--- src/rtl/fifo_rd_pkg.sv ---
// Shared definitions for the FIFO read-side drain block and its skid buffer.
package fifo_rd_pkg;

  typedef enum logic [1:0] {
    IDLE  = 2'd0,
    READ  = 2'd1,
    DRAIN = 2'd2,
    DONE  = 2'd3
  } rd_state_e;

  localparam int SKID_DEPTH = 2;
  localparam int SKID_OCC_W = $clog2(SKID_DEPTH + 1);

endpackage

--- src/rtl/fifo_rd_drain_if.sv ---
// Handshake bundle between the drain block, the DUT read port and the downstream stream.
interface fifo_rd_drain_if #(
  parameter int DAT_W = 32,
  parameter int LEN_W = 7
);

  logic             Start;
  logic [LEN_W-1:0] Burst_len;
  logic             Empty;
  logic             Rden;
  logic [DAT_W-1:0] Dataout;
  logic [DAT_W-1:0] Out_data;
  logic             Out_valid;
  logic             Out_ready;
  logic             Busy;
  logic             Done;
  logic [LEN_W-1:0] Count;

  modport master (
    output Start, Burst_len, Empty, Dataout, Out_ready,
    input  Rden, Out_data, Out_valid, Busy, Done, Count
  );

  modport slave (
    input  Start, Burst_len, Empty, Dataout, Out_ready,
    output Rden, Out_data, Out_valid, Busy, Done, Count
  );

endinterface

--- src/rtl/rd_skid_buf.sv ---
// Two-entry in-order buffer that absorbs the DUT's one-cycle read latency.
module rd_skid_buf
  import fifo_rd_pkg::*;
#(
  parameter int DAT_W = 32
) (
  input  logic                  clk,
  input  logic                  rst_n,
  input  logic                  wr_en,
  input  logic [DAT_W-1:0]      din,
  input  logic                  ready,
  output logic [SKID_OCC_W-1:0] occ,
  output logic [DAT_W-1:0]      dout,
  output logic                  valid
);

  logic [DAT_W-1:0]      head_q, head_d;
  logic [DAT_W-1:0]      tail_q, tail_d;
  logic [SKID_OCC_W-1:0] occ_q, occ_d;
  logic                  pop;

  assign valid = (occ_q != '0);
  assign dout  = head_q;
  assign occ   = occ_q;
  assign pop   = valid && ready;

  // Head always holds the oldest word; a pop shifts the tail entry forward.
  always_comb begin
    head_d = head_q;
    tail_d = tail_q;
    occ_d  = occ_q;
    unique case ({wr_en, pop})
      2'b10: begin
        if (occ_q == '0) head_d = din;
        else             tail_d = din;
        occ_d = occ_q + SKID_OCC_W'(1);
      end
      2'b01: begin
        head_d = tail_q;
        occ_d  = occ_q - SKID_OCC_W'(1);
      end
      2'b11: begin
        if (occ_q == SKID_OCC_W'(SKID_DEPTH)) begin
          head_d = tail_q;
          tail_d = din;
        end else begin
          head_d = din;
        end
      end
      default: ;
    endcase
  end

  always_ff @(posedge clk) begin
    if (!rst_n) begin
      head_q <= '0;
      tail_q <= '0;
      occ_q  <= '0;
    end else begin
      head_q <= head_d;
      tail_q <= tail_d;
      occ_q  <= occ_d;
    end
  end

endmodule

--- src/rtl/fifo_rd_drain.sv ---
// Burst reader for the FIFO/LIFO read port: issues Rden against Empty with
// skid-buffer credit and streams the words out as valid/ready.
module fifo_rd_drain
  import fifo_rd_pkg::*;
#(
  parameter int DAT_W = 32,
  parameter int LEN_W = 7
) (
  input logic           Clk,
  input logic           Rst,
  fifo_rd_drain_if.slave bus
);

  rd_state_e             state_q, state_d;
  logic [LEN_W-1:0]      len_q, len_d;
  logic [LEN_W-1:0]      issued_q, issued_d;
  logic [LEN_W-1:0]      count_q, count_d;
  logic                  inflight_q;
  logic                  rden;
  logic                  handshake;
  logic                  creditOk;
  logic [SKID_OCC_W-1:0] occ;
  logic [SKID_OCC_W:0]   slotsUsed;
  logic [SKID_OCC_W:0]   slotsAvail;

  rd_skid_buf #(.DAT_W(DAT_W)) u_skid (
    .clk   (Clk),
    .rst_n (Rst),
    .wr_en (inflight_q),
    .din   (bus.Dataout),
    .ready (bus.Out_ready),
    .occ   (occ),
    .dout  (bus.Out_data),
    .valid (bus.Out_valid)
  );

  assign handshake = bus.Out_valid && bus.Out_ready;

  // A slot freed by this cycle's handshake is usable, so back-to-back reads sustain one word per cycle.
  assign slotsUsed  = {1'b0, occ} + {{SKID_OCC_W{1'b0}}, inflight_q};
  assign slotsAvail = (SKID_OCC_W + 1)'(SKID_DEPTH) + {{SKID_OCC_W{1'b0}}, handshake};
  assign creditOk   = (slotsUsed < slotsAvail);

  assign bus.Rden  = rden;
  assign bus.Busy  = (state_q != IDLE);
  assign bus.Done  = (state_q == DONE);
  assign bus.Count = count_q;

  always_comb begin
    state_d  = state_q;
    len_d    = len_q;
    issued_d = issued_q;
    count_d  = count_q;
    rden     = 1'b0;

    if (handshake) count_d = count_q + LEN_W'(1);

    unique case (state_q)
      IDLE: begin
        if (bus.Start) begin
          len_d    = bus.Burst_len;
          issued_d = '0;
          count_d  = '0;
          state_d  = (bus.Burst_len == '0) ? DONE : READ;
        end
      end
      READ: begin
        rden = !bus.Empty && (issued_q < len_q) && creditOk;
        if (rden) begin
          issued_d = issued_q + LEN_W'(1);
          if (issued_d == len_q) state_d = DRAIN;
        end
      end
      DRAIN: begin
        if ((occ == '0) && !inflight_q && (count_q == len_q)) state_d = DONE;
      end
      DONE: begin
        state_d = IDLE;
      end
      default: state_d = IDLE;
    endcase
  end

  // Clearing inflight on reset drops any word the DUT returns for a pre-reset Rden.
  always_ff @(posedge Clk) begin
    if (!Rst) begin
      state_q    <= IDLE;
      len_q      <= '0;
      issued_q   <= '0;
      count_q    <= '0;
      inflight_q <= 1'b0;
    end else begin
      state_q    <= state_d;
      len_q      <= len_d;
      issued_q   <= issued_d;
      count_q    <= count_d;
      inflight_q <= rden;
    end
  end

endmodule

--- src/flat_wrapper.sv ---
// flat-port wrapper written by rule: the top's interface ports become plain ports
module fifo_rd_drain_flat import fifo_rd_pkg::*;
#(
  parameter int DAT_W = 32,
  parameter int LEN_W = 7
)
  (Clk, Rst, bus_Start, bus_Burst_len, bus_Empty, bus_Dataout, bus_Out_ready, bus_Rden, bus_Out_data, bus_Out_valid, bus_Busy, bus_Done, bus_Count);
  fifo_rd_drain_if #(.DAT_W(DAT_W), .LEN_W(LEN_W)) bus_i ();
  input logic Clk;
  input logic Rst;
  input wire logic [$bits(bus_i.Start)-1:0] bus_Start;
  input wire logic [$bits(bus_i.Burst_len)-1:0] bus_Burst_len;
  input wire logic [$bits(bus_i.Empty)-1:0] bus_Empty;
  input wire logic [$bits(bus_i.Dataout)-1:0] bus_Dataout;
  input wire logic [$bits(bus_i.Out_ready)-1:0] bus_Out_ready;
  output wire logic [$bits(bus_i.Rden)-1:0] bus_Rden;
  output wire logic [$bits(bus_i.Out_data)-1:0] bus_Out_data;
  output wire logic [$bits(bus_i.Out_valid)-1:0] bus_Out_valid;
  output wire logic [$bits(bus_i.Busy)-1:0] bus_Busy;
  output wire logic [$bits(bus_i.Done)-1:0] bus_Done;
  output wire logic [$bits(bus_i.Count)-1:0] bus_Count;
  assign bus_i.Start = bus_Start;
  assign bus_i.Burst_len = bus_Burst_len;
  assign bus_i.Empty = bus_Empty;
  assign bus_i.Dataout = bus_Dataout;
  assign bus_i.Out_ready = bus_Out_ready;
  assign bus_Rden = bus_i.Rden;
  assign bus_Out_data = bus_i.Out_data;
  assign bus_Out_valid = bus_i.Out_valid;
  assign bus_Busy = bus_i.Busy;
  assign bus_Done = bus_i.Done;
  assign bus_Count = bus_i.Count;
  fifo_rd_drain #(.DAT_W(DAT_W), .LEN_W(LEN_W)) u_core (.Clk(Clk), .Rst(Rst), .bus(bus_i));
endmodule
--- config.mk ---
export PLATFORM = sky130hd
export DESIGN_NAME = fifo_rd_drain_flat
export DESIGN_NICKNAME = d
export VERILOG_FILES = /design/src/rtl/fifo_rd_pkg.sv /design/src/rtl/fifo_rd_drain_if.sv /design/src/rtl/rd_skid_buf.sv /design/src/rtl/fifo_rd_drain.sv /design/src/flat_wrapper.sv
export SDC_FILE = /design/constraint.sdc
export NUM_CORES = 1
export LEC_CHECK = 0
export BUFFER_PORTS_ARGS = -buffer_cell sky130_fd_sc_hd__buf_2
export CAP_MARGIN = 20
export CORE_UTILIZATION = 40
export CTS_BUF_LIST = sky130_fd_sc_hd__clkbuf_8
export DETAILED_ROUTE_END_ITERATION = 10
export PLACE_DENSITY_LB_ADDON = 0.05
export SETUP_SLACK_MARGIN = 0.4
export SYNTH_ARGS = -nofsm -noshare
export SYNTH_HDL_FRONTEND = slang
export SYNTH_HIERARCHICAL = 1
export SYNTH_SLANG_ARGS = --single-unit
--- constraint.sdc ---
create_clock -name Clk -period 3.4 [get_ports Clk]
set_input_delay 0 -clock Clk [delete_from_list [all_inputs] [get_ports Clk]]
set_output_delay 0 -clock Clk [all_outputs]
set_load 0.05 [all_outputs]
# ---- Word-level counts from Yosys, hierarchy flattened
# Cells that the tools add are included.
dict set report op_classes {
  bitwise 0
  n_eq_ne 16
  add_sub_neg 6
  n_reduce_logical 21
  n_lt_le_gt_ge 2
  multipliers 0
  shift 0
  mux 20
  n_div 0
}
# cell count
set op_table {}
lappend op_table {{32-bit 2-to-1 mux} 4}
lappend op_table {{32-bit case mux with 3 select lines} 1}
lappend op_table {{32-bit case mux with 2 select lines} 1}
lappend op_table {{7-bit 2-to-1 mux} 5}
lappend op_table {{7-bit by 1-bit adder with 7-bit output, second input constant} 2}
lappend op_table {{7-bit equality test} 2}
lappend op_table {{7-bit case mux with 2 select lines} 1}
lappend op_table {{2-bit equality test, second input constant} 5}
lappend op_table {{2-bit 2-to-1 mux} 5}
lappend op_table {{2-bit nonzero test} 5}
lappend op_table {{2-bit by 1-bit != test with 1-bit output, second input constant} 4}
lappend op_table {{2-bit case mux with 4 select lines} 1}
lappend op_table {{7-bit zero test} 1}
lappend op_table {{7-bit < comparator} 1}
lappend op_table {{2-bit != test, second input constant} 3}
lappend op_table {{3-bit AND reduction} 2}
lappend op_table {{1-bit logical AND} 5}
lappend op_table {{2-bit by 1-bit equality test with 1-bit output, second input constant} 2}
lappend op_table {{2-bit zero test} 2}
lappend op_table {{2-bit case mux with 2 select lines} 1}
lappend op_table {{2-bit AND reduction} 2}
lappend op_table {{4-bit AND reduction} 1}
lappend op_table {{2-bit by 1-bit adder with 3-bit output} 1}
lappend op_table {{2-bit by 1-bit adder with 3-bit output, first input constant} 1}
lappend op_table {{6 further kinds} 7}
dict set report word_totals {
  regBits 90
  inputBits 44
  mem_bits_rw 0
  wordCells 73
  romBits 0
  latch_bits 0
  memories 0
}

# ---- Depth between registers and ports, before layout
dict set report logic_depth {
  ltp_word 7
  mapped_depth 11
  mapped_depth_nobuf 8
}

# ---- Hierarchy
# Netlist, hierarchy kept.
# module n_inst seq_area_each_um2 cells_each area_per_inst_um2
set modules_own_cells {}
lappend modules_own_cells {rd_skid_buf 1 1321.3 366 3316.9}
lappend modules_own_cells {fifo_rd_drain 1 480.5 199 1616.6}

# ---- Least setup slack after synthesis
# Ideal clock, no wire load.
dict set report synth_path {
  path_type {reg-to-output}
  from {register u_core.u_skid.occ_q[0], in the netlist u_core/u_skid/occ[0]}
  to {output port bus_Rden}
  required_time_ps 3400
  path_slack_ps 297
  path_stages_with_launch 9
  t_arrival_ps 3103
  cell_sequence {dfxtp_1 buf_6 nor2_1 inv_1 clkbuf_1 nand2_1 o21ai_1 nand3_1 nor3_1}
}
dict set report synth_between {
  elab_chain_cells 6
}
# item line_no
set synth_rtl {}
lappend synth_rtl {{start: declaration} rd_skid_buf.sv:19} ;# logic [SKID_OCC_W-1:0] occ_q, occ_d;
lappend synth_rtl {{start signal: assignment} rd_skid_buf.sv:58} ;# occ_q <= '0;
lappend synth_rtl {{start signal: assignment} rd_skid_buf.sv:62} ;# occ_q <= occ_d;
lappend synth_rtl {{2-bit nonzero test} rd_skid_buf.sv:22} ;# assign valid = (occ_q != '0);
lappend synth_rtl {{via bus_Out_valid} flat_wrapper.sv:18} ;# output wire logic [$bits(bus_i.Out_valid)-1:0] bus_Out_valid;
lappend synth_rtl {{1-bit logical AND} fifo_rd_drain.sv:37} ;# assign handshake = bus.Out_valid && bus.Out_ready;
lappend synth_rtl {{2-bit by 1-bit adder with 3-bit output} fifo_rd_drain.sv:41} ;# assign slotsAvail = (SKID_OCC_W + 1)'(SKID_DEPTH) + {{SKID_OCC_W{1'b0}}, handshake};
lappend synth_rtl {{3-bit < comparator} fifo_rd_drain.sv:42} ;# assign creditOk = (slotsUsed < slotsAvail);
lappend synth_rtl {{1-bit logical AND} fifo_rd_drain.sv:68} ;# rden = !bus.Empty && (issued_q < len_q) && creditOk;
lappend synth_rtl {{1-bit 2-to-1 mux} fifo_rd_drain.sv:58} ;# unique case (state_q)
lappend synth_rtl {{end: declaration} flat_wrapper.sv:16} ;# output wire logic [$bits(bus_i.Rden)-1:0] bus_Rden;
# The timed path passes the listed nets, and every way through them passes these cells.

# ---- Worst setup path in the final report
dict set report layout_path {
  from {register u_core.u_skid.occ_q[0], in the netlist u_core/u_skid/occ[0]}
  to {register u_core.u_skid.tail_q[10]}
}
dict set report layout_between {
  elab_chain_cells 5
}
# item line_no
set layout_rtl {}
lappend layout_rtl {{2-bit nonzero test} rd_skid_buf.sv:22}
lappend layout_rtl {{1-bit logical AND} rd_skid_buf.sv:25} ;# assign pop = valid && ready;
lappend layout_rtl {{2-bit equality test} rd_skid_buf.sv:32} ;# unique case ({wr_en, pop})
lappend layout_rtl {{2-bit != test (no source line) or 2-bit nonzero test (tied branches)} --}
lappend layout_rtl {{3-bit AND reduction (no source line)} --}
lappend layout_rtl {{end signal: assignment} rd_skid_buf.sv:61} ;# tail_q <= tail_d;
lappend layout_rtl {{end: declaration} rd_skid_buf.sv:18} ;# logic [DAT_W-1:0] tail_q, tail_d;
# Several ways; a longest one is shown, not always the timed one.
# A chain may end at the register's enable or synchronous reset.

==> impl_metrics.toml <==
[setup_path]
regToRegEndpoint = "u_core/u_skid/tail_q[10]"
r2r-start = "u_core/u_skid/occ[0]"
worst_ep_arrival_time_ns = 2.94
path_class = "flop to flop"
reg2reg_depth = 6
crit_fanout = 18
ff2ff_setup_slack_ns = 0.76
end_kind = "flop"
worstPathRequired_ns = 3.70
startpoint_type = "flop"

[power_and_ir_drop]
cellLeakagePower_nw = 2.29
pwr_density_cell_nw_per_um2 = 531
pwr-share-seq = 0.387
worst_ir_drop_vdd_v = 0.000312
combPwrFrac = 0.416
p_sw_frac = 0.428
p_int_mw = 1.85
power_frac_clock = 0.197
total_power_mw = 3.24
p_switching_mw = 1.38

[place]
detailed_place_hpwl_um = 9290
gp_congestion = 0.805
place_ws_ns = 0.779
portBuffers = 86

[logic_synthesis]
ys.warnings.count = 6
synth_cell_types = 47
yosys.area.top_type_share = 0.365
synth_cells = 565
synth-main-ff-cell = "dfxtp_1"
synth.net_count = 628
synth_common_cells = "90 x dfxtp_1, 49 x a21oi_1, 48 x clkbuf_1, 48 x nand3_1, 42 x o21ai_0"
synth.area.top_cells = "dfxtp_1 37%, a311oi_2 9.1%, o31ai_1 5.0%"
ys_ff_latch = 90
ys_seq_area_frac = 0.365
yosysMostFrequentCell = "dfxtp_1"
synth_area_per_cell_um2 = 8.73
netlist_area_um2 = 4930
synth_edf_count = 0
async_reset_ff_frac = 0
yosysTopAreaCell = "dfxtp_1"

[routing]
ant_nets = 0
wl_um = 14500
drtIter0Drc = 362
num_vias = 4769
drc_errors = 0
viasPerCell = 5.79
wl_per_cell_um = 17.6
first_pass_iters = 5

[global_routing]
gr-total-overflow = 0
grt_pass1_wl_um = 24300
grt_pass1_vias = 4684
grt_max_degree = 37
grt_antenna_before_repair = 0
grt.total_usage = 0.241

[clocking]
cts_max_level = 3
cts_sinks = 90
post_cts_buffers = 0
cts_tree = "built"
numCtsBuffers = 9
clk_latency_ns = 0.37
path_clk_slew_ns = 0.08
clock_path_buffers = 2
clock-root-buffer = "clkbuf_8"

[outcome]
status = "finished, final reports clean"

[timing]
finClkSkew_ns = 0.0105
worst_pin_slew_ns = 0.673
rsz0062_at_grt = "false"
setup_violations = 0
final_hold_viol_count = 0
setup_ws_ns = 0.762
drv_slew = 0
relSlewSlack = 0.550
fmax_mhz = 379
finalCriticalPeriod_ns = 2.64
fin_crit_sh = 0.776
tns_ns = 0

[floorplanning]
rows = 40
core_um2 = 12000
die_area_um2 = 12800
die_x_um = 113
io_pins = 87
fp.dieH_um = 113
start_util = 0.411

[final_layout]
diodes = 0
fin_nets = 736
area_delta_synth_final_pct = 23.6
layout-drive-gt1-share = 0.238
fin_util = 0.508
nFillCells = 1175

[hold_path]
hold_depth = 4
hold_path_end = "u_core/inflight_q"
hp-class = "input pin to flop"
hold_start = "bus_Empty"

[flow_run]
maxCapViolCount = 0
[cell families after synthesis]
family | Yosys count | synth area share
xor gates and xnor gates | 23 | 0.0408
muxes | 1 | 0.00203
AOI/OAI and AO/OA | 208 | 0.324
and+or+nand+nor | 148 | 0.153
buffers and inverters | 76 | 0.0672
DFF | 90 | 0.365
adders and majority gates | 19 | 0.0482
[final cells by class]
type,instances,area [um2],area share
Clock buffer,9,124,0.0203
Clock inverter,5,26.3,0.00431
Inverter,20,75.1,0.0123
Multi-Input combinational cell,399,2820,0.463
Sequential cell,90,1800,0.295
Tap cell,147,184,0.0302
Timing Repair Buffer,153,1070,0.175
[state kept, by name (all words and copies together), names as in the netlist]
| name | cells |
|---|---|
| u_core/inflight_q | 1 |
| u_core/u_skid/occ | 2 |
| u_core/len_q | 7 |
| u_core/issued_q | 7 |
| u_core/u_skid/tail_q | 32 |
| u_core/bus.Count | 7 |
| u_core/state_q | 2 |
| u_core/u_skid/dout | 32 |
[per-layer routing]
metal	share of wire	routed length (um)	track usage
met3	0.050	717	0.0402
met4	0.015	215	0.0816
met2	0.46	6720	0.382
met1	0.47	6810	0.331
met5	0	0	0
[layout by cell type, fill, tap and decap left out, types with 3 or more instances in the layout]
master         count
dlygate4sd3_1     48
clkbuf_8           9
nand3b_1           4
and2_1             3
dfxtp_1           90
a31oi_1            5
o211ai_1          32
xnor2_1           10
xor2_1            13
o31ai_1           33
and3_1             4
buf_2             86
nand2_1           20
buf_4             18
ha_1              19
o21a_1             3
nor4_1             5
inv_1             20
nor2_1            13
nor3_1            35
a21oi_1           49
o21ai_0           42
a311oi_2          30
nand3_1           48
[power groups by stage]
| stage | Clock (mW) | Combinational (mW) | Sequential (mW) |
|---|---|---|---|
| 2_1_floorplan | 0 | 0.735 | 1.54 |
| 3_3_place_gp | 0 | 1.28 | 1.28 |
| 3_5_place_dp | 0 | 1.29 | 1.28 |
| 4_1_cts | 0.658 | 1.35 | 1.25 |
| 5_1_grt | 0.705 | 1.45 | 1.27 |
| 6_report | 0.636 | 1.35 | 1.25 |
[worst max-delay path, stage by stage, from the launching register on]
cell and delay [ns]:
dfxtp_1 0.62, o21a_1 0.51, ha_1 0.39, and2_1 0.58, buf_12 0.23, o31ai_1 0.07
a21oi_1 0.16
[metrics by stage]
stage / cells / hold slack [ns] / instance area [um2]
CTS: 823 / 0.159 / 6100
floorplan: 565 / 0.117 / 4940
global placement: 761 / 0.268 / 5470
global route: 823 / 0.189 / 6100
finish: 823 / 0.173 / 6100
detailed placement: 761 / 0.272 / 5470
[worst max path at each step]
stage,from,endpoint,slack [ns],cells after the start
2_1_floorplan,u_core/u_skid/occ[0],u_core/state_q[0],0.52,10
3_3_place_gp,u_core/u_skid/occ[0],u_core/u_skid/tail_q[2],0.86,6
3_5_place_dp,u_core/u_skid/occ[0],u_core/u_skid/tail_q[10],0.78,6
4_1_cts,u_core/u_skid/occ[0],u_core/u_skid/tail_q[10],0.75,6
5_1_grt,u_core/u_skid/occ[0],u_core/u_skid/tail_q[14],0.46,6
6_report,u_core/u_skid/occ[0],u_core/u_skid/tail_q[10],0.76,6
[what timing repair did]
action	in CTS	in global routing
gates resized for setup	0	0
setup endpoints to repair	0	0
hold buffers	48	0
endpoints found under the hold margin	76	0
Power figures use the tool's default switching activity.
